[config.mk]
export PLATFORM = sky130hd
export DESIGN_NAME = maj_net_sched_flat
export DESIGN_NICKNAME = d
export VERILOG_FILES = /design/src/rtl/maj_net_sched_if.sv /design/src/rtl/maj_net_sched.sv /design/src/flat_wrapper.sv
export SDC_FILE = /design/constraint.sdc
export NUM_CORES = 1
export LEC_CHECK = 0
export ABC_AREA = 1
export BUFFER_PORTS_ARGS = -buffer_cell sky130_fd_sc_hd__buf_2
export CAP_MARGIN = 20
export CORE_UTILIZATION = 50
export CTS_BUF_LIST = sky130_fd_sc_hd__clkbuf_4 sky130_fd_sc_hd__clkbuf_8
export DETAILED_ROUTE_END_ITERATION = 12
export PLACE_DENSITY = 0.67
export SLEW_MARGIN = 20
export SYNTH_ARGS = -nofsm -noshare
export SYNTH_HDL_FRONTEND = slang
export SYNTH_SLANG_ARGS = --single-unit
[constraint.sdc]
create_clock -name clk -period 3.4 [get_ports clk]
set_input_delay 0.34 -clock clk [delete_from_list [all_inputs] [get_ports clk]]
set_output_delay 0.34 -clock clk [all_outputs]
set_load 0.05 [all_outputs]
[src/rtl/maj_net_sched_if.sv]
// Handshake and configuration bus of the maj_net_sched majority-inverter network evaluator.
interface maj_net_sched_if #(
    parameter int NODES = 8
);
    localparam int SW  = $clog2(NODES + 7);
    localparam int OPW = SW + 1;
    localparam int AW  = $clog2(NODES + 1);

    logic                 in_valid;
    logic                 in_ready;
    logic [5:0]           x;
    logic                 out_valid;
    logic                 out_ready;
    logic                 y;
    logic                 cfg_we;
    logic [AW-1:0]        cfg_addr;
    logic [3*OPW-1:0]     cfg_data;
    logic                 cfg_err;

    modport master (
        output in_valid, x, out_ready, cfg_we, cfg_addr, cfg_data,
        input  in_ready, out_valid, y, cfg_err
    );

    modport slave (
        input  in_valid, x, out_ready, cfg_we, cfg_addr, cfg_data,
        output in_ready, out_valid, y, cfg_err
    );
endinterface

[src/rtl/maj_net_sched.sv]
// Sequential MIG evaluator: one shared MAJ unit walks a gate program one node per cycle.
// Optional MAJ_SCHED_PERF_EN adds a saturating count of completed output handshakes.
module maj_net_sched #(
    parameter int NODES = 8
) (
    input  logic              clk,
    input  logic              rst_n,
    maj_net_sched_if.slave    bus
`ifdef MAJ_SCHED_PERF_EN
    ,
    output logic [15:0]       perf_cnt
`endif
);
    localparam int SW   = $clog2(NODES + 7);
    localparam int OPW  = SW + 1;
    localparam int AW   = $clog2(NODES + 1);
    localparam int IW   = (NODES > 1) ? $clog2(NODES) : 1;
    localparam int NSIG = 1 << SW;
    localparam int GW   = 3 * OPW;
    localparam logic [AW-1:0] NODES_A = AW'(NODES);
    localparam logic [AW-1:0] PC_ONE  = {{(AW-1){1'b0}}, 1'b1};

    typedef enum logic [1:0] {
        ST_IDLE = 2'd0,
        ST_EVAL = 2'd1,
        ST_DONE = 2'd2
    } state_t;

    state_t              state_r, state_nx_s;
    logic                in_ready_r, out_valid_r, y_r, cfg_err_r;
    logic                in_ready_nx_s, out_valid_nx_s, load_y_s;
    logic [GW-1:0]       prog_r [NODES];
    logic [AW-1:0]       len_r, len_wr_s;
    logic [OPW-1:0]      out_sel_r;
    logic [5:0]          x_r, x_nx_s;
    logic [NODES-1:0]    node_r, node_nx_s;
    logic [AW-1:0]       pc_r, pc_nx_s;
    logic [GW-1:0]       gate_s;
    logic [NSIG-1:0]     sig_s, sig_nx_s;
    logic                acc_s, cfg_ok_s, last_s, y_nx_s;

    function automatic logic maj3(input logic a, input logic b, input logic c);
        return (a & b) | (a & c) | (b & c);
    endfunction

    // Index 0 is constant 0, 1..6 the inputs, 7+j node j; anything above reads 0.
    function automatic logic [NSIG-1:0] build_sig(input logic [5:0] xv, input logic [NODES-1:0] nv);
        logic [NSIG-1:0] s;
        s = {NSIG{1'b0}};
        for (int i = 0; i < 6; i++) s[i+1] = xv[i];
        for (int j = 0; j < NODES; j++) s[j+7] = nv[j];
        return s;
    endfunction

    function automatic logic op_val(input logic [OPW-1:0] op, input logic [NSIG-1:0] s);
        return s[op[SW-1:0]] ^ op[SW];
    endfunction

    // Accept and config-write qualification.
    always_comb begin
        acc_s    = (state_r == ST_IDLE) && bus.in_valid;
        cfg_ok_s = bus.cfg_we && (state_r == ST_IDLE) && !acc_s && (bus.cfg_addr <= NODES_A);
        last_s   = (pc_r == (len_r - PC_ONE));
        if (bus.cfg_data[OPW +: AW] > NODES_A) begin
            len_wr_s = NODES_A;
        end else begin
            len_wr_s = bus.cfg_data[OPW +: AW];
        end
    end

    // Next-state logic.
    always_comb begin
        state_nx_s = state_r;
        case (state_r)
            ST_IDLE: begin
                if (acc_s) begin
                    if (len_r == {AW{1'b0}}) state_nx_s = ST_DONE;
                    else                     state_nx_s = ST_EVAL;
                end else begin
                    state_nx_s = ST_IDLE;
                end
            end
            ST_EVAL: begin
                if (last_s) state_nx_s = ST_DONE;
                else        state_nx_s = ST_EVAL;
            end
            ST_DONE: begin
                if (bus.out_ready) state_nx_s = ST_IDLE;
                else               state_nx_s = ST_DONE;
            end
            default: state_nx_s = ST_IDLE;
        endcase
    end

    // Output decode from the next state so the handshake flags come straight from flops.
    always_comb begin
        in_ready_nx_s  = (state_nx_s == ST_IDLE);
        out_valid_nx_s = (state_nx_s == ST_DONE);
        load_y_s       = (state_nx_s == ST_DONE) && (state_r != ST_DONE);
    end

    // State and registered handshake outputs.
    always_ff @(posedge clk or negedge rst_n) begin
        if (!rst_n) begin
            state_r     <= ST_IDLE;
            in_ready_r  <= 1'b1;
            out_valid_r <= 1'b0;
            y_r         <= 1'b0;
        end else begin
            state_r     <= state_nx_s;
            in_ready_r  <= in_ready_nx_s;
            out_valid_r <= out_valid_nx_s;
            if (load_y_s) y_r <= y_nx_s;
        end
    end

    // Datapath next values; y is taken from the post-edge signal set so the last gate counts.
    always_comb begin
        x_nx_s    = x_r;
        node_nx_s = node_r;
        pc_nx_s   = pc_r;
        sig_s     = build_sig(x_r, node_r);
        gate_s    = prog_r[pc_r[IW-1:0]];
        case (state_r)
            ST_IDLE: begin
                if (acc_s) begin
                    x_nx_s    = bus.x;
                    node_nx_s = {NODES{1'b0}};
                    pc_nx_s   = {AW{1'b0}};
                end else begin
                    x_nx_s    = x_r;
                end
            end
            ST_EVAL: begin
                node_nx_s[pc_r[IW-1:0]] = maj3(op_val(gate_s[OPW-1:0], sig_s),
                                               op_val(gate_s[2*OPW-1:OPW], sig_s),
                                               op_val(gate_s[3*OPW-1:2*OPW], sig_s));
                pc_nx_s = pc_r + PC_ONE;
            end
            ST_DONE: pc_nx_s = pc_r;
            default: begin
                node_nx_s = {NODES{1'b0}};
                pc_nx_s   = {AW{1'b0}};
            end
        endcase
        sig_nx_s = build_sig(x_nx_s, node_nx_s);
        y_nx_s   = op_val(out_sel_r, sig_nx_s);
    end

    // Datapath registers.
    always_ff @(posedge clk or negedge rst_n) begin
        if (!rst_n) begin
            x_r    <= 6'b000000;
            node_r <= {NODES{1'b0}};
            pc_r   <= {AW{1'b0}};
        end else begin
            x_r    <= x_nx_s;
            node_r <= node_nx_s;
            pc_r   <= pc_nx_s;
        end
    end

    // Program store, control word and write-reject pulse.
    always_ff @(posedge clk or negedge rst_n) begin
        if (!rst_n) begin
            for (int k = 0; k < NODES; k++) prog_r[k] <= {GW{1'b0}};
            len_r     <= {AW{1'b0}};
            out_sel_r <= {OPW{1'b0}};
            cfg_err_r <= 1'b0;
        end else begin
            cfg_err_r <= bus.cfg_we && !cfg_ok_s;
            if (cfg_ok_s) begin
                if (bus.cfg_addr == NODES_A) begin
                    len_r     <= len_wr_s;
                    out_sel_r <= bus.cfg_data[OPW-1:0];
                end else begin
                    prog_r[bus.cfg_addr[IW-1:0]] <= bus.cfg_data;
                end
            end
        end
    end

`ifdef MAJ_SCHED_PERF_EN
    logic [15:0] perf_r;

    // Saturating count of completed output handshakes.
    always_ff @(posedge clk or negedge rst_n) begin
        if (!rst_n) begin
            perf_r <= 16'h0000;
        end else if (out_valid_r && bus.out_ready && (perf_r != 16'hFFFF)) begin
            perf_r <= perf_r + 16'h0001;
        end
    end

    assign perf_cnt = perf_r;
`endif

    assign bus.in_ready  = in_ready_r;
    assign bus.out_valid = out_valid_r;
    assign bus.y         = y_r;
    assign bus.cfg_err   = cfg_err_r;
endmodule

[src/flat_wrapper.sv]
// flat-port wrapper written by rule: the top's interface ports become plain ports
module maj_net_sched_flat 
#(
    parameter int NODES = 8
)
  (clk, rst_n, bus_in_valid, bus_x, bus_out_ready, bus_cfg_we, bus_cfg_addr, bus_cfg_data, bus_in_ready, bus_out_valid, bus_y, bus_cfg_err);
  maj_net_sched_if #(.NODES(NODES)) bus_i ();
  input  logic clk;
  input  logic rst_n;
  input wire logic [$bits(bus_i.in_valid)-1:0] bus_in_valid;
  input wire logic [$bits(bus_i.x)-1:0] bus_x;
  input wire logic [$bits(bus_i.out_ready)-1:0] bus_out_ready;
  input wire logic [$bits(bus_i.cfg_we)-1:0] bus_cfg_we;
  input wire logic [$bits(bus_i.cfg_addr)-1:0] bus_cfg_addr;
  input wire logic [$bits(bus_i.cfg_data)-1:0] bus_cfg_data;
  output wire logic [$bits(bus_i.in_ready)-1:0] bus_in_ready;
  output wire logic [$bits(bus_i.out_valid)-1:0] bus_out_valid;
  output wire logic [$bits(bus_i.y)-1:0] bus_y;
  output wire logic [$bits(bus_i.cfg_err)-1:0] bus_cfg_err;
  assign bus_i.in_valid = bus_in_valid;
  assign bus_i.x = bus_x;
  assign bus_i.out_ready = bus_out_ready;
  assign bus_i.cfg_we = bus_cfg_we;
  assign bus_i.cfg_addr = bus_cfg_addr;
  assign bus_i.cfg_data = bus_cfg_data;
  assign bus_in_ready = bus_i.in_ready;
  assign bus_out_valid = bus_i.out_valid;
  assign bus_y = bus_i.y;
  assign bus_cfg_err = bus_i.cfg_err;
  maj_net_sched #(.NODES(NODES)) u_core (.clk(clk), .rst_n(rst_n), .bus(bus_i));
endmodule
# Word level (Yosys, flattened, before mapping)
# Index checks and enable logic that the tools add are counted.
[classes] n_addsub=2 multipliers=0 n_div=0 magnitude_cmp=11 eq_ne=7 shifts=0 mux=29 bitwise_logic=13 n_reduce_logical=16
[op_table] op="120-bit bitwise mux" n=1
[op_table] op="15-bit binary-select mux with 3-bit select" n=1
[op_table] op="15-bit demux with 3-bit select" n=1
[op_table] op="15-bit 2-to-1 mux" n=3
[op_table] op="8-bit case mux with 3 select lines" n=1
[op_table] op="4-bit by 5-bit less-than comparator with 1-bit output, second input constant" n=4
[op_table] op="1-bit binary-select mux with 4-bit select" n=4
[op_table] op="6-bit 2-to-1 mux" n=2
[op_table] op="4-bit case mux with 3 select lines" n=1
[op_table] op="8-bit bitwise mux" n=1
[op_table] op="4-bit >= comparator, second input constant" n=2
[op_table] op="1-bit logical AND" n=8
[op_table] op="2-bit 2-to-1 mux" n=4
[op_table] op="4-bit 2-to-1 mux" n=2
[op_table] op="8-bit 2-to-1 mux" n=1
[op_table] op="3-bit inverter with 4-bit output" n=2
[op_table] op="2-bit case mux with 3 select lines" n=1
[op_table] op="2-bit AND reduction" n=3
[op_table] op="1-bit 2-to-1 mux" n=5
[op_table] op="4-bit by 1-bit adder with 4-bit output, second input constant" n=1
[op_table] op="2-bit == test, second input constant" n=2
[op_table] op="4-bit == test" n=1
[op_table] op="4-bit == test, second input constant" n=1
[op_table] op="4-bit > comparator, second input constant" n=1
[op_table] op="16 further kinds" n=25
[word_totals] regBits=153 latch_bits=0 ram_bits=0 mem_bits_ro=0 in_bits=30 out_inout_bits=4 memories=0

# Depth between registers and ports, before layout
# Gate-level depths: netlist of run 1.
[logic_depth] word_depth=15 depth_mapped=31 mapped_depth_nobuf=29

# Least setup slack after synthesis of run 1
# No wires, ideal clock.
[synth_timing] path_kind="reg-to-reg" start="register u_core.pc_r[0]" end="register u_core.y_r (netlist: u_core.bus.y)" setup_ps=118 t_arrival_ps=2376 required_time_ps=3282 slack_ps=906 stages_incl_launch_ff=27 path_buffers=2 period_less_slack_ps=2494 path_cell_list="dfrtp_1 > buf_6 > inv_6 > buf_6 > nand2_1 > nand3_1 > nand2_1 > nor2_4 > nand2_1 > nand3_1 > nand3_1 > nand3_1 > nand3_1 > nand2_1 > nand2_2 > nand2_4 > nand2_2 > o21ai_1 > nand3_1 > nand3_1 > nand2_1 > nand2_1 > nand2_1 > nand2_1 > nand2_1 > nand3_1 > nand2_1"
[synth_via] elab_chain_len=15 word_cells_on_any_way=33 classes_between="2 x order compare; 2 x eq/ne; 17 x mux; 10 x bitwise; 2 x reduce/logical"
[synth_lines] item="start, declared" line_no="maj_net_sched.sv:37" text="logic [AW-1:0] pc_r, pc_nx_s;"
[synth_lines] item="start signal, assigned" line_no="maj_net_sched.sv:155" text="pc_r <= {AW{1'b0}};"
[synth_lines] item="start signal, assigned" line_no="maj_net_sched.sv:159" text="pc_r <= pc_nx_s;"
[synth_lines] item="3-bit inverter with 4-bit output (implied by the code)" line_no="maj_net_sched.sv:123" text="gate_s = prog_r[pc_r[IW-1:0]];"
[synth_lines] item="15-bit binary-select mux with 3-bit select" line_no="maj_net_sched.sv:123"
[synth_lines] item="15-bit 2-to-1 mux (implied by the code) (2 in series)" line_no="maj_net_sched.sv:123"
[synth_lines] item="1-bit binary-select mux with 4-bit select" line_no="maj_net_sched.sv:56" text="return s[op[SW-1:0]] ^ op[SW];"
[synth_lines] item="1-bit 2-to-1 mux (implied by the code)" line_no="maj_net_sched.sv:56"
[synth_lines] item="1-bit XOR" line_no="maj_net_sched.sv:56"
[synth_lines] item="1-bit bitwise AND" line_no="maj_net_sched.sv:43" text="return (a & b) | (a & c) | (b & c);"
[synth_lines] item="1-bit bitwise OR (2 in series)" line_no="maj_net_sched.sv:43"
[synth_lines] item="8-bit bitwise mux" line_no="maj_net_sched.sv:135" text="node_nx_s[pc_r[IW-1:0]] = maj3(op_val(gate_s[OPW-1:0], sig_s),"
[synth_lines] item="8-bit case mux with 3 select lines" line_no="maj_net_sched.sv:124" text="case (state_r)"
[synth_lines] item="1-bit binary-select mux with 4-bit select" line_no="maj_net_sched.sv:56"
[synth_lines] item="1-bit 2-to-1 mux (implied by the code)" line_no="maj_net_sched.sv:56"
[synth_lines] item="1-bit XOR" line_no="maj_net_sched.sv:56"
[synth_lines] item="end signal, assigned" line_no="maj_net_sched.sv:113" text="if (load_y_s) y_r <= y_nx_s;"
[synth_lines] item="end, declared" line_no="maj_net_sched.sv:30" text="logic in_ready_r, out_valid_r, y_r, cfg_err_r;"
# Parallel ways exist; a longest one is shown, timed or not. The select of a mux whose other input is x is not followed.
# A chain may end at the register's enable or synchronous reset.

# Worst setup path after layout of run 1
[layout_timing] start="register u_core.pc_r[2]" end="register u_core.y_r (netlist: u_core.bus.y)"
# The elaborated chain is that of the path after synthesis.

==> key figures, run 1 <==
Setup path
  – Crit end category: flip-flop
  – Worst setup path startpoint: u_core.pc_r[2]
  – R2r startpoint: u_core.pc_r[2]
  – CP Capture Point: u_core.bus.y
  – Setup slack, reg-to-reg: 0.28 ns
  – Worst-path fanout max: 9
  – Crit Path Class: reg2reg
  – Reg2reg end: u_core.bus.y
  – Startpoint Class: flip-flop
  – Critical Path RT: 3.74 ns
  – Worst reg2reg path depth: 23
  – Worst path arrival time: 3.46 ns

GRT
  – First-pass GRT wire length: 34320 µm
  – Largest net degree at the start of global routing: 85
  – Initial antenna violation count: 1
  – GRT overflow: 0
  – Vias in the first global route: 6398
  – Tot GR Track Use: 28.03%

Synth
  – FF+latch count, synth: 153
  – EDFF count, synth: 0
  – Synthesized area per cell: 8.003 µm²
  – Main synth FF type: dfrtp_1
  – Share of the synthesized area in the top cell type: 47.72%
  – Synth Instances: 996
  – Post-Syn Nets: 1029
  – Yosys cell types: 42
  – Dominant cells by area after synthesis: dfrtp_1 (48%), nand2_1 (14%), mux2_2 (6.4%), o21ai_0 (5.8%), inv_1 (5.7%)
  – Yosys warns: 0
  – Post-Syn Area: 0.007971 mm²
  – Seq/Total Area, Yosys: 48.05%
  – Async set-reset flop share out of synthesis: 100.0%
  – Cell taking the most area after synthesis: dfrtp_1

Detailed routing
  – DRC viols: 0
  – Via count: 6660
  – Final ANT Viol Nets: 0
  – Via density: 5.298
  – DRT iter0 DRCs: 485
  – Final wirelength: 21470 µm
  – Wire per inst: 17.08 µm
  – Initial DRT Pass Iterations: 5

Finish
  – Commonest non-fill, non-tap cells in the layout: nand2_1 (306), dfrtp_1 (150), inv_1 (121)
  – Final net count: 1066
  – Antenna Cells: 0
  – Area Growth Syn to Fin: 10.97%
  – Layout cells sized above 1: 16.83%
  – Fin cells: 1257
  – Design area: 0.008846 mm²
  – Fin util: 57.55%
  – Most common cell after layout, fill and taps aside: nand2_1

Pwr
  – Static leakage: 0.004502 µW
  – Max VDD drop: 0.0005703 V
  – Switching share of power: 46.07%
  – Reported net switching power: 3678 µW
  – Sequential power share: 33.3%
  – PwrDens: 902.4 mW/mm²
  – Clock network fraction of design power: 17.9%
  – Comb pwr share: 48.8%
  – Pint: 4305 µW

Floorplan
  – Num rows: 45
  – Core area: 0.01537 mm²
  – Die height: 128.3 µm
  – Die W: 128.3 µm
  – Total Die Area: 0.01645 mm²
  – # IOs: 34
  – Initial Utilization: 51.86%

STA
  – Setup violators final: 0
  – Setup TNS Final: 0 ns
  – Worst-margin pin slew: 0.8071 ns
  – Clock Skew: 0.01322 ns
  – Pins over their slew limit: 0
  – Final period utilization: 91.73%
  – Slew margin rel.: 45.79%
  – RSZ-0062 raised after global routing: no
  – Hold Violations, Final: 0
  – Fmax: 320.6 MHz
  – Fin crit period: 3.119 ns

Placed design
  – Placed Area: 0.008416 mm²
  – DP Wirelength: 15080 µm
  – Gpl congestion: 0.9277
  – DP Cell Count: 1224
  – IO Port Bufs: 33

Clocking
  – CTS Sinks: 153
  – CTS Buf Count: 17
  – CTS max path bufs: 2
  – CTS clk-pin slew, worst paths: 0.09 ns
  – Post-CTS Setup Bufs: 0
  – TritonCTS clock tree: built
  – CTS HTree Levels: 4
  – Root Buffer: clkbuf_8
  – Clock latency at the later pin of the worst-skew pair: 0.45 ns

Min path
  – Hold crit path type: in2reg

Status
  – Outcome: finished, final reports clean

Flow run
  – Max-Cap Viols: 0
worst min-delay path by stage:
stage,start,to,slack [ns],cells past startpoint
final,bus_cfg_we,u_core.bus.cfg_err,0.1,3
after global routing,bus_cfg_we,u_core.bus.cfg_err,0.08,3
after CTS,bus_cfg_we,u_core.bus.cfg_err,0.07,3
after detailed placement,rst_n,u_core.prog_r[28],0.45,1
after global placement,rst_n,u_core.prog_r[61],0.44,1
after floorplan,rst_n,u_core.bus.cfg_err,0.04,0
cells by family (layout without fill, tap and decap cells):
| family | after synthesis | count (layout) | synth area share (%) |
|---|---|---|---|
| AOI/OAI and AO/OA | 156 | 156 | 10.52 |
| and+or+nand+nor | 462 | 462 | 24.86 |
| DFF | 153 | 153 | 48.05 |
| adders and majority gates | 3 | 3 | 0.4709 |
| buffers and inverters | 170 | 220 | 8.978 |
| muxes | 45 | 45 | 6.357 |
| xor gates and xnor gates | 7 | 7 | 0.7691 |
per-stage QoR:
stage	power [µW]	hold WS [ns]	worst slack (ns)
after global placement	6451	0.4406	0.3539
after global routing	8590	0.08345	0.01107
after detailed placement	6486	0.4456	0.3071
after floorplan	5533	0.04441	0.9058
final	7983	0.09652	0.2811
after CTS	7935	0.07212	0.2986
area by class of cell:
class / instances / area (µm²)
clock buffers: 18 / 247.7
clock inverters: 14 / 160.2
fillers: 1403 / 6525
inverters: 131 / 496.7
multi-input cells: 673 / 3487
flip-flops and latches: 153 / 3832
well taps: 211 / 264.0
repair buffers: 57 / 357.8
state kept, by name (all words and copies together), names as in the netlist:
name,cells
u_core.bus.cfg_err,1
u_core.bus.in_ready,1
u_core.x_r,6
u_core.len_r,4
u_core.pc_r,4
u_core.state_r,2
u_core.node_r,8
u_core.prog_r,120
u_core.out_sel_r,5
u_core.bus.y,1
u_core.bus.out_valid,1
cells in the mapped netlist, types with 2 or more instances:
| cell | count |
|---|---|
| nand2_2 | 9 |
| nor2_2 | 2 |
| nand3_1 | 71 |
| nor2_1 | 50 |
| ha_1 | 3 |
| mux2_2 | 45 |
| inv_2 | 8 |
| nand3_2 | 3 |
| nor4_1 | 5 |
| xor2_1 | 2 |
| buf_6 | 7 |
| clkbuf_2 | 3 |
| o21ai_1 | 6 |
| nand2_1 | 306 |
| a22oi_1 | 3 |
| a21oi_1 | 28 |
| o221ai_1 | 2 |
| nand2_4 | 2 |
| nand4_1 | 2 |
| nor4_2 | 3 |
| o22ai_1 | 18 |
| nor2_4 | 4 |
| clkbuf_1 | 24 |
| inv_1 | 121 |
| o21ai_0 | 93 |
| dfrtp_1 | 152 |
| a211oi_1 | 2 |
| xnor2_1 | 5 |
| buf_4 | 4 |
worst max-delay path, cell delays in order (launching register included):
cell,delay (ns)
dfrtp_1,0.49
buf_4,0.21
inv_2,0.19
nor2_4,0.08
nand2_2,0.15
inv_1,0.15
a22oi_1,0.18
nand4_1,0.26
inv_1,0.15
nand3_1,0.09
nand2_1,0.08
nand2_2,0.07
nand2_4,0.08
nand2_2,0.08
o21ai_1,0.16
nand3_1,0.10
nand3_1,0.09
nand2_1,0.06
nand2_1,0.07
nand2_1,0.06
nand2_1,0.06
nand2_1,0.05
nand3_1,0.06
nand2_1,0.05
per-layer routing:
| metal | share of wire (%) | GRT usage, % |
|---|---|---|
| met1 | 45 | 38.68 |
| met2 | 46 | 43.69 |
| met3 | 6.6 | 5.134 |
| met4 | 2.9 | 11.21 |
| met5 | 0.061 | 0 |
repair_timing:
action,in CTS,in global routing
hold endpoints to repair,81,0
hold buffers,1,0
setup endpoints to repair,0,1
resized for setup,0,3
power by group through the flow:
stage                     Combinational, µW  Sequential [µW]  Clock, µW
after floorplan                        2930             2600          0
after global placement                 3770             2680          0
after detailed placement               3800             2690          0
after CTS                              3820             2660       1450
after global routing                   4340             2720       1530
final                                  3890             2660       1430
Power figures use the tool's default switching activity.
==> inputs of run 2 (changes only) <==
--- a/config.mk
+++ b/config.mk
@@ -5,13 +5,12 @@
 export SDC_FILE = /design/constraint.sdc
 export NUM_CORES = 1
 export LEC_CHECK = 0
-export ABC_AREA = 1
 export BUFFER_PORTS_ARGS = -buffer_cell sky130_fd_sc_hd__buf_2
 export CAP_MARGIN = 20
-export CORE_UTILIZATION = 50
+export CORE_UTILIZATION = 60
 export CTS_BUF_LIST = sky130_fd_sc_hd__clkbuf_4 sky130_fd_sc_hd__clkbuf_8
 export DETAILED_ROUTE_END_ITERATION = 12
-export PLACE_DENSITY = 0.67
+export PLACE_DENSITY = 0.78
 export SLEW_MARGIN = 20
 export SYNTH_ARGS = -nofsm -noshare
 export SYNTH_HDL_FRONTEND = slang
==> run 2 against run 1 <==
  * The flow now finishes with violations (negative setup slack)
  * Worst hold slack improved by 0.013 ns
  * Clock power decreased by 4%
  * Maximum frequency decreased by 23%
  * Sequential power increased by 5%
  * Die area decreased by 16%
  * Register-to-register slack got worse by 0.91 ns
  * Cell area increased by 6.6%
  * Count of clock-buffer cells in the layout increased by 3
  * Wire length decreased by 3.4%
  * Critical path depth decreased by 7
  * Critical endpoint unchanged
==> key figures, run 2 <==
Floorplan
  – Num rows: 41 (-8.9%)
  – Die height: 117.2 µm (-8.6%)
  – Total Die Area: 0.01374 mm² (-16%)
  – # IOs: 34 (unchanged)
  – Core area: 0.01277 mm² (-17%)
  – Initial Utilization: 62.37% (+11 points)
  – Die W: 117.2 µm (-8.6%)

Placed design
  – IO Port Bufs: 33 (unchanged)
  – Gpl congestion: 0.9856 (+6.2%)
  – Placed Area: 0.008771 mm² (+4.2%)
  – DP Wirelength: 14200 µm (-5.8%)

STA
  – Fin crit period: 4.027 ns (+0.9082 ns)
  – Worst-margin pin slew: 0.7935 ns (-0.01360 ns)
  – Clock Skew: 0.01603 ns (+0.002811 ns)
  – Pins over their slew limit: 0 (unchanged)
  – Setup TNS Final: -0.6468 ns (-0.6468 ns)
  – Slew margin rel.: 47.10% (+1.3 points)
  – Fmax: 248.3 MHz (-23%)
  – Final period utilization: 118.4% (+27 points)
  – Final WS setup: -0.6271 ns (-0.9082 ns)
  – Setup violators final: 2 (+2)
  – RSZ-0062 raised after global routing: yes
  – Hold Violations, Final: 0 (unchanged)

Setup path
  – Worst reg2reg path depth: 16 (-30%)
  – Critical Path RT: 3.78 ns (+0.04 ns)
  – Crit end category: flip-flop
  – Startpoint Class: flip-flop
  – Worst setup path startpoint: u_core.pc_r[2]
  – R2r startpoint: u_core.pc_r[2]
  – Worst path arrival time: 4.41 ns (+0.95 ns)
  – Crit Path Class: reg2reg
  – Worst-path fanout max: 6 (-3)

GRT
  – First-pass GRT wire length: 32460 µm (-5.4%)
  – GR Util met3: 7.312% (+2.2 points)
  – Largest net degree at the start of global routing: 69 (-19%)
  – Tot GR Track Use: 32.55% (+4.5 points)
  – Vias in the first global route: 6057 (-5.3%)
  – Met1 Track Usage GR: 41.74% (+3.1 points)
  – Most Crowded Layer GR: met2
  – Initial antenna violation count: 0 (-1)
  – Met2 Usage GRT: 52.86% (+9.2 points)
  – GRT overflow: 0 (unchanged)

Finish
  – Layout fillers: 865 (-38%)
  – Design area: 0.009433 mm² (+6.6%)
  – Number of flip-flops in the largest register: 120 (unchanged)
  – Antenna Cells: 0 (unchanged)
  – Final net count: 788 (-26%)
  – Area Growth Syn to Fin: 18.41%
  – Most common cell after layout, fill and taps aside: dfrtp_1
  – Commonest non-fill, non-tap cells in the layout: dfrtp_1 (150), mux2_2 (144), buf_4 (77)
  – Layout cells sized above 1: 45.70% (+29 points)
  – Most flops, register: u_core.prog_r
  – Largest registers: u_core.prog_r (120), u_core.node_r (8), u_core.x_r (6)

Synth
  – Synthesized area per cell: 12.20 µm² (+52%)
  – Yosys warns: 0 (unchanged)
  – Post-Syn Nets: 686 (-33%)
  – Dominant cells by area after synthesis: dfrtp_1 (48%), mux2_2 (21%), mux4_2 (3.4%), mux2i_1 (3.0%), o21ai_0 (1.6%)
  – Synth Instances: 653 (-34%)
  – Count leader, synth: dfrtp_1
  – Seq/Total Area, Yosys: 48.08% (about the same)
  – FF+latch count, synth: 153 (unchanged)
  – Post-Syn Area: 0.007966 mm² (about the same)
  – Cell taking the most area after synthesis: dfrtp_1
  – EDFF count, synth: 0 (unchanged)
  – Async set-reset flop share out of synthesis: 100.0% (unchanged)
  – Main synth FF type: dfrtp_1
  – Yosys cell types: 73 (+74%)
  – Share of the synthesized area in the top cell type: 47.75% (about the same)
  – Top cells by count, synth: dfrtp_1 (152), mux2_2 (146), nand2_1 (30), o21ai_0 (26), nor2_1 (25)

Clocking
  – Root Buffer: clkbuf_8
  – CTS clk-pin slew, worst paths: 0.08 ns (about the same)
  – TritonCTS clock tree: built
  – CTS Sinks: 153 (unchanged)
  – CTS Buf Count: 17 (unchanged)
  – CTS HTree Levels: 4 (unchanged)
  – CTS max path bufs: 2 (unchanged)
  – Clock latency at the later pin of the worst-skew pair: 0.47 ns (+0.02 ns)

Detailed routing
  – Wire per inst: 22.06 µm (+29%)
  – Via density: 6.305 (+19%)
  – Via count: 5927 (-11%)
  – DRC viols: 0 (unchanged)
  – Final wirelength: 20730 µm (-3.4%)
  – Initial DRT Pass Iterations: 5 (unchanged)
  – DRT iter0 DRCs: 388 (-20%)
  – Final ANT Viol Nets: 0 (unchanged)

Pwr
  – Static leakage: 0.004274 µW (-5.1%)
  – Max VDD drop: 0.0004969 V (-13%)
  – PwrDens: 872.5 mW/mm² (-3.3%)

Flow run
  – Max-Cap Viols: 0 (unchanged)

Status
  – Outcome: finished with violations
  – Failing checks: negative setup slack

Min path
  – Hold crit path type: in2reg
  – HP Start: bus_cfg_we
  – Hold path cells: 2 (-1)
run 2: final cells by class:
cell class	instances	area (µm²)	share of cell area, %
timing repair buffer	122	912.1	9.670
multi-input combinational	450	4035	42.78
tap	172	215.2	2.281
clock inverter	11	121.4	1.287
inverter	11	43.79	0.4643
clock buffer	21	270.3	2.865
sequential	153	3835	40.66
run 2: power by group:
group | switching, µW | total [µW] | internal, µW
clock network | 674 | 1370 | 692
logic | 1980 | 4070 | 2090
registers | 430 | 2790 | 2360
run 2: stage by stage:
step           instances  utilization [%]  hold WS (ns)  worst slack, ns  total power (µW)
4_1_cts              937            73.04       0.09158          -0.5715              7992
2_1_floorplan        653                -       0.04441          -0.5003              5094
3_3_place_gp         893            68.66        0.3722          -0.6387              6251
6_report             940            73.85        0.1096          -0.6271              8230
3_5_place_dp         893            68.66        0.3836          -0.7996              6404
5_1_grt              940            73.85        0.1103          -0.7870              8693
run 2: path summary, 6_finish.rpt:
check,endpoint,slack [ns]
min in group asynchronous,u_core.len_r[1],0.44
worst min register to register,u_core.prog_r[28],0.51
worst min-delay path,u_core.bus.cfg_err,0.11
worst max register to register,u_core.bus.y,-0.63
worst max-delay path,u_core.bus.y,-0.63
max in group asynchronous,u_core.prog_r[79],2.15
run 2: kinds of logic after synthesis:
kind of cell / Yosys count / share of synthesized area [%]
DFF: 153 / 48.08
and+or+nand+nor: 128 / 8.670
adders and majority gates: 4 / 0.6126
buffers and inverters: 50 / 3.094
AOI/OAI and AO/OA: 119 / 10.37
muxes: 189 / 28.08
xor gates and xnor gates: 10 / 1.099
run 2: critical path, cell delays in order (launching register included):
cell and delay [ns]:
dfrtp_4 0.52, buf_12 0.15, buf_4 0.16, mux2i_2 0.23, a22oi_2 0.13, buf_4 0.17, a21boi_0 0.19, o21ai_0 0.10
nor4bb_2 0.18, nor4b_2 0.31, xnor2_1 0.11, maj3_2 0.37, or3_4 0.36, o311ai_2 0.24, a22oi_2 0.13, or4_1 0.47
a31oi_1 0.13
run 2: layer usage:
metal / vias up / wire length, µm
met3: 59 / 1201
met5: - / 0
met4: 0 / 772
li1: 2640 / -
met1: 3020 / 8650
met2: 208 / 10110
run 2: repair_timing:
item                                    4_1_cts  5_1_grt
resized for setup                            18       17
endpoints found under the hold margin        65        0
endpoints found under the setup margin        3        4
hold buffers                                  1        0
pin swaps                                    10        9
setup buffers                                10        3
cloned                                        1        0
==> inputs of run 3 (changes only) <==
==> constraint.sdc (replaced) <==
create_clock -name clk -period 4.6 [get_ports clk]
set_input_delay 0.46 -clock clk [delete_from_list [all_inputs] [get_ports clk]]
set_output_delay 0.46 -clock clk [all_outputs]
set_load 0.05 [all_outputs]
==> run 3 against run 2 <==
  * The run now ends clean
  * Wire length is 3.8% lower
  * First-iteration DRC count grew 8.0%
  * Combinational power decreased by 43%
  * Sequential cell count did not move
  * Core utilization is 5.0 points lower
  * Clock power fell by 23%
==> key figures, run 3 (same netlist as run 2, synthesis figures left out) <==
Clocking
  – Post-CTS Setup Bufs: 0 (-10)
  – CTS Sinks: 153 (unchanged)
  – CTS resizes: 0 (-18)
  – Cts-stage hold buffer count: 1 (unchanged)
  – TritonCTS clock tree: built
  – CTS Buf Count: 17 (unchanged)
  – Clock latency at the later pin of the worst-skew pair: 0.46 ns (about the same)
  – CTS HTree Levels: 4 (unchanged)
  – Root Buffer: clkbuf_8
  – CTS clk-pin slew, worst paths: 0.08 ns (about the same)
  – CTS max path bufs: 2 (unchanged)

STA
  – RSZ-0062 raised after global routing: no
  – Setup TNS Final: 0 ns (+0.6468 ns)
  – Clock Skew: 0.01083 ns (-0.005199 ns)
  – Worst-margin pin slew: 0.9207 ns (+0.1272 ns)
  – Pins over their slew limit: 0 (unchanged)
  – Setup violators final: 0 (-2)
  – Hold Violations, Final: 0 (unchanged)
  – Fmax: 228.8 MHz (-7.8%)
  – Fin crit period: 4.370 ns (+0.3428 ns)
  – Final period utilization: 95.00% (-23 points)
  – Slew margin rel.: 38.47% (-8.6 points)
  – Final WS setup: 0.2301 ns (+0.8572 ns)

Pwr
  – Sequential power share: 38.2% (+4.3 points)
  – Max VDD drop: 0.0002863 V (-42%)
  – Comb pwr share: 42.4% (-7.1 points)
  – Pint: 3369 µW (-35%)
  – Switching share of power: 37.95% (+0.47 points)
  – Clock network fraction of design power: 19.5% (+2.9 points)
  – Static leakage: 0.003918 µW (-8.3%)
  – Reported net switching power: 2060 µW (-33%)
  – PwrDens: 617.1 mW/mm² (-29%)

Setup path
  – Worst path arrival time: 4.76 ns (+0.35 ns)
  – Startpoint Class: flip-flop
  – Crit end category: flip-flop
  – Critical Path RT: 4.99 ns (+1.21 ns)
  – Crit Path Class: reg2reg
  – Worst-path fanout max: 18 (+12)

Detailed routing
  – DRT iter0 DRCs: 419 (+8.0%)
  – Via count: 5719 (-3.5%)
  – DRC viols: 0 (unchanged)
  – Final wirelength: 19940 µm (-3.8%)
  – Initial DRT Pass Iterations: 5 (unchanged)
  – Wire per inst: 22.68 µm (+2.8%)
  – Via density: 6.506 (+3.2%)
  – Final ANT Viol Nets: 0 (unchanged)

Finish
  – Layout cells sized above 1: 38.33% (-7.4 points)
  – Final net count: 727 (-7.7%)
  – Most common cell after layout, fill and taps aside: dfrtp_1
  – Layout fillers: 918 (+6.1%)
  – Antenna Cells: 0 (unchanged)
  – Commonest non-fill, non-tap cells in the layout: dfrtp_1 (150), mux2_2 (146), buf_2 (32)
  – Number of flip-flops in the largest register: 120 (unchanged)
  – Most flops, register: u_core.prog_r
  – Largest registers: u_core.prog_r (120), u_core.node_r (8), u_core.x_r (6)
  – Area Growth Syn to Fin: 10.44%

Placed design
  – Gpl congestion: 0.9267 (-6.0%)
  – IO Port Bufs: 33 (unchanged)
  – Pre-CTS setup slack: 0.2632 ns (+1.063 ns)
  – DP Wirelength: 13500 µm (-5.0%)

Floorplan
  – Die W: 117.2 µm (unchanged)
  – # IOs: 34 (unchanged)
  – Die height: 117.2 µm (unchanged)
  – Core area: 0.01277 mm² (unchanged)
  – Initial Utilization: 62.37% (unchanged)
  – Num rows: 41 (unchanged)
  – Total Die Area: 0.01374 mm² (unchanged)

Flow run
  – Max-Cap Viols: 0 (unchanged)

GRT
  – Tot GR Track Use: 31.78% (-0.77 points)
  – GRT overflow: 0 (unchanged)
  – Vias in the first global route: 5769 (-4.8%)
  – First-pass GRT wire length: 31710 µm (-2.3%)
  – Initial antenna violation count: 0 (unchanged)
  – Largest net degree at the start of global routing: 62 (-10%)

Min path
  – Hold crit path type: in2reg

Status
  – Outcome: finished, final reports clean
[run 3: changes by cell type in the layout (fill, tap and decap cells not counted), moves of 3 or more]
cell / previous run / this run
a211oi_1: 6 / 9
a211oi_2: 3 / 0
mux2_4: 4 / 1
buf_6: 7 / 1
nor2_4: 3 / 0
buf_4: 77 / 26
buf_12: 4 / 1
[run 3: power groups by stage]
stage / logic, µW / clock network (µW) / registers [µW]
after floorplan: 1770 / 0 / 1970
after global placement: 2190 / 0 / 2060
after detailed placement: 2270 / 0 / 2090
after CTS: 2280 / 1070 / 2060
after global routing: 2490 / 1130 / 2120
final: 2300 / 1060 / 2070
[run 3: path summary, 6_finish.rpt]
kind / cells after the start / end / from / slack (ns)
max: 13 / u_core.bus.y / u_core.pc_r[1] / 0.23
min: 2 / u_core.bus.cfg_err / bus_cfg_we / 0.21
max reg2reg: 13 / u_core.bus.y / u_core.pc_r[1] / 0.23
min reg2reg: 1 / u_core.prog_r[31] / u_core.prog_r[31] / 0.51
max in group asynchronous: 3 / u_core.prog_r[98] / rst_n / 3.04
min in group asynchronous: 2 / u_core.bus.cfg_err / rst_n / 0.53
[run 3: layout make-up]
class,count,area [µm²],area share (%)
Multi-Input combinational cell,450,3905,44.38
Clock inverter,12,151.4,1.721
Inverter,11,41.29,0.4693
Timing Repair Buffer,61,396.6,4.508
Tap cell,172,215.2,2.446
Clock buffer,20,256.5,2.915
Sequential cell,153,3832,43.56
[run 3: through the flow]
stage,total power [µW],utilization [%],hold WS (ns),area (µm²),std cells
final,5430,68.88,0.2057,8798,879
after CTS,5411,68.88,0.1847,8798,879
after floorplan,3746,-,0.1644,7966,653
after global placement,4253,65.61,0.4598,8381,846
after detailed placement,4352,65.61,0.4693,8381,846
after global routing,5740,68.88,0.1909,8798,879
[run 3: layer usage]
metal | track usage (%) | part of all wire (%) | up-vias
met4 | 17.22 | 3.9 | 0
met3 | 7.209 | 6.7 | 66
met1 | 41.38 | 42 | 2899
met5 | 0 | 0 | -
li1 | - | - | 2533
met2 | 49.65 | 47 | 221
[run 3: critical path: stages (launching register included)]
cell and delay, ns:
dfrtp_2 0.59, mux2_1 0.36, mux4_2 0.54, nor2_2 0.24, mux2i_1 0.11, mux2_2 0.27, a211oi_1 0.28, xor2_1 0.12
maj3_2 0.39, or3_4 0.38, o311ai_2 0.23, a22oi_1 0.14, or4_1 0.47, a31oi_1 0.16
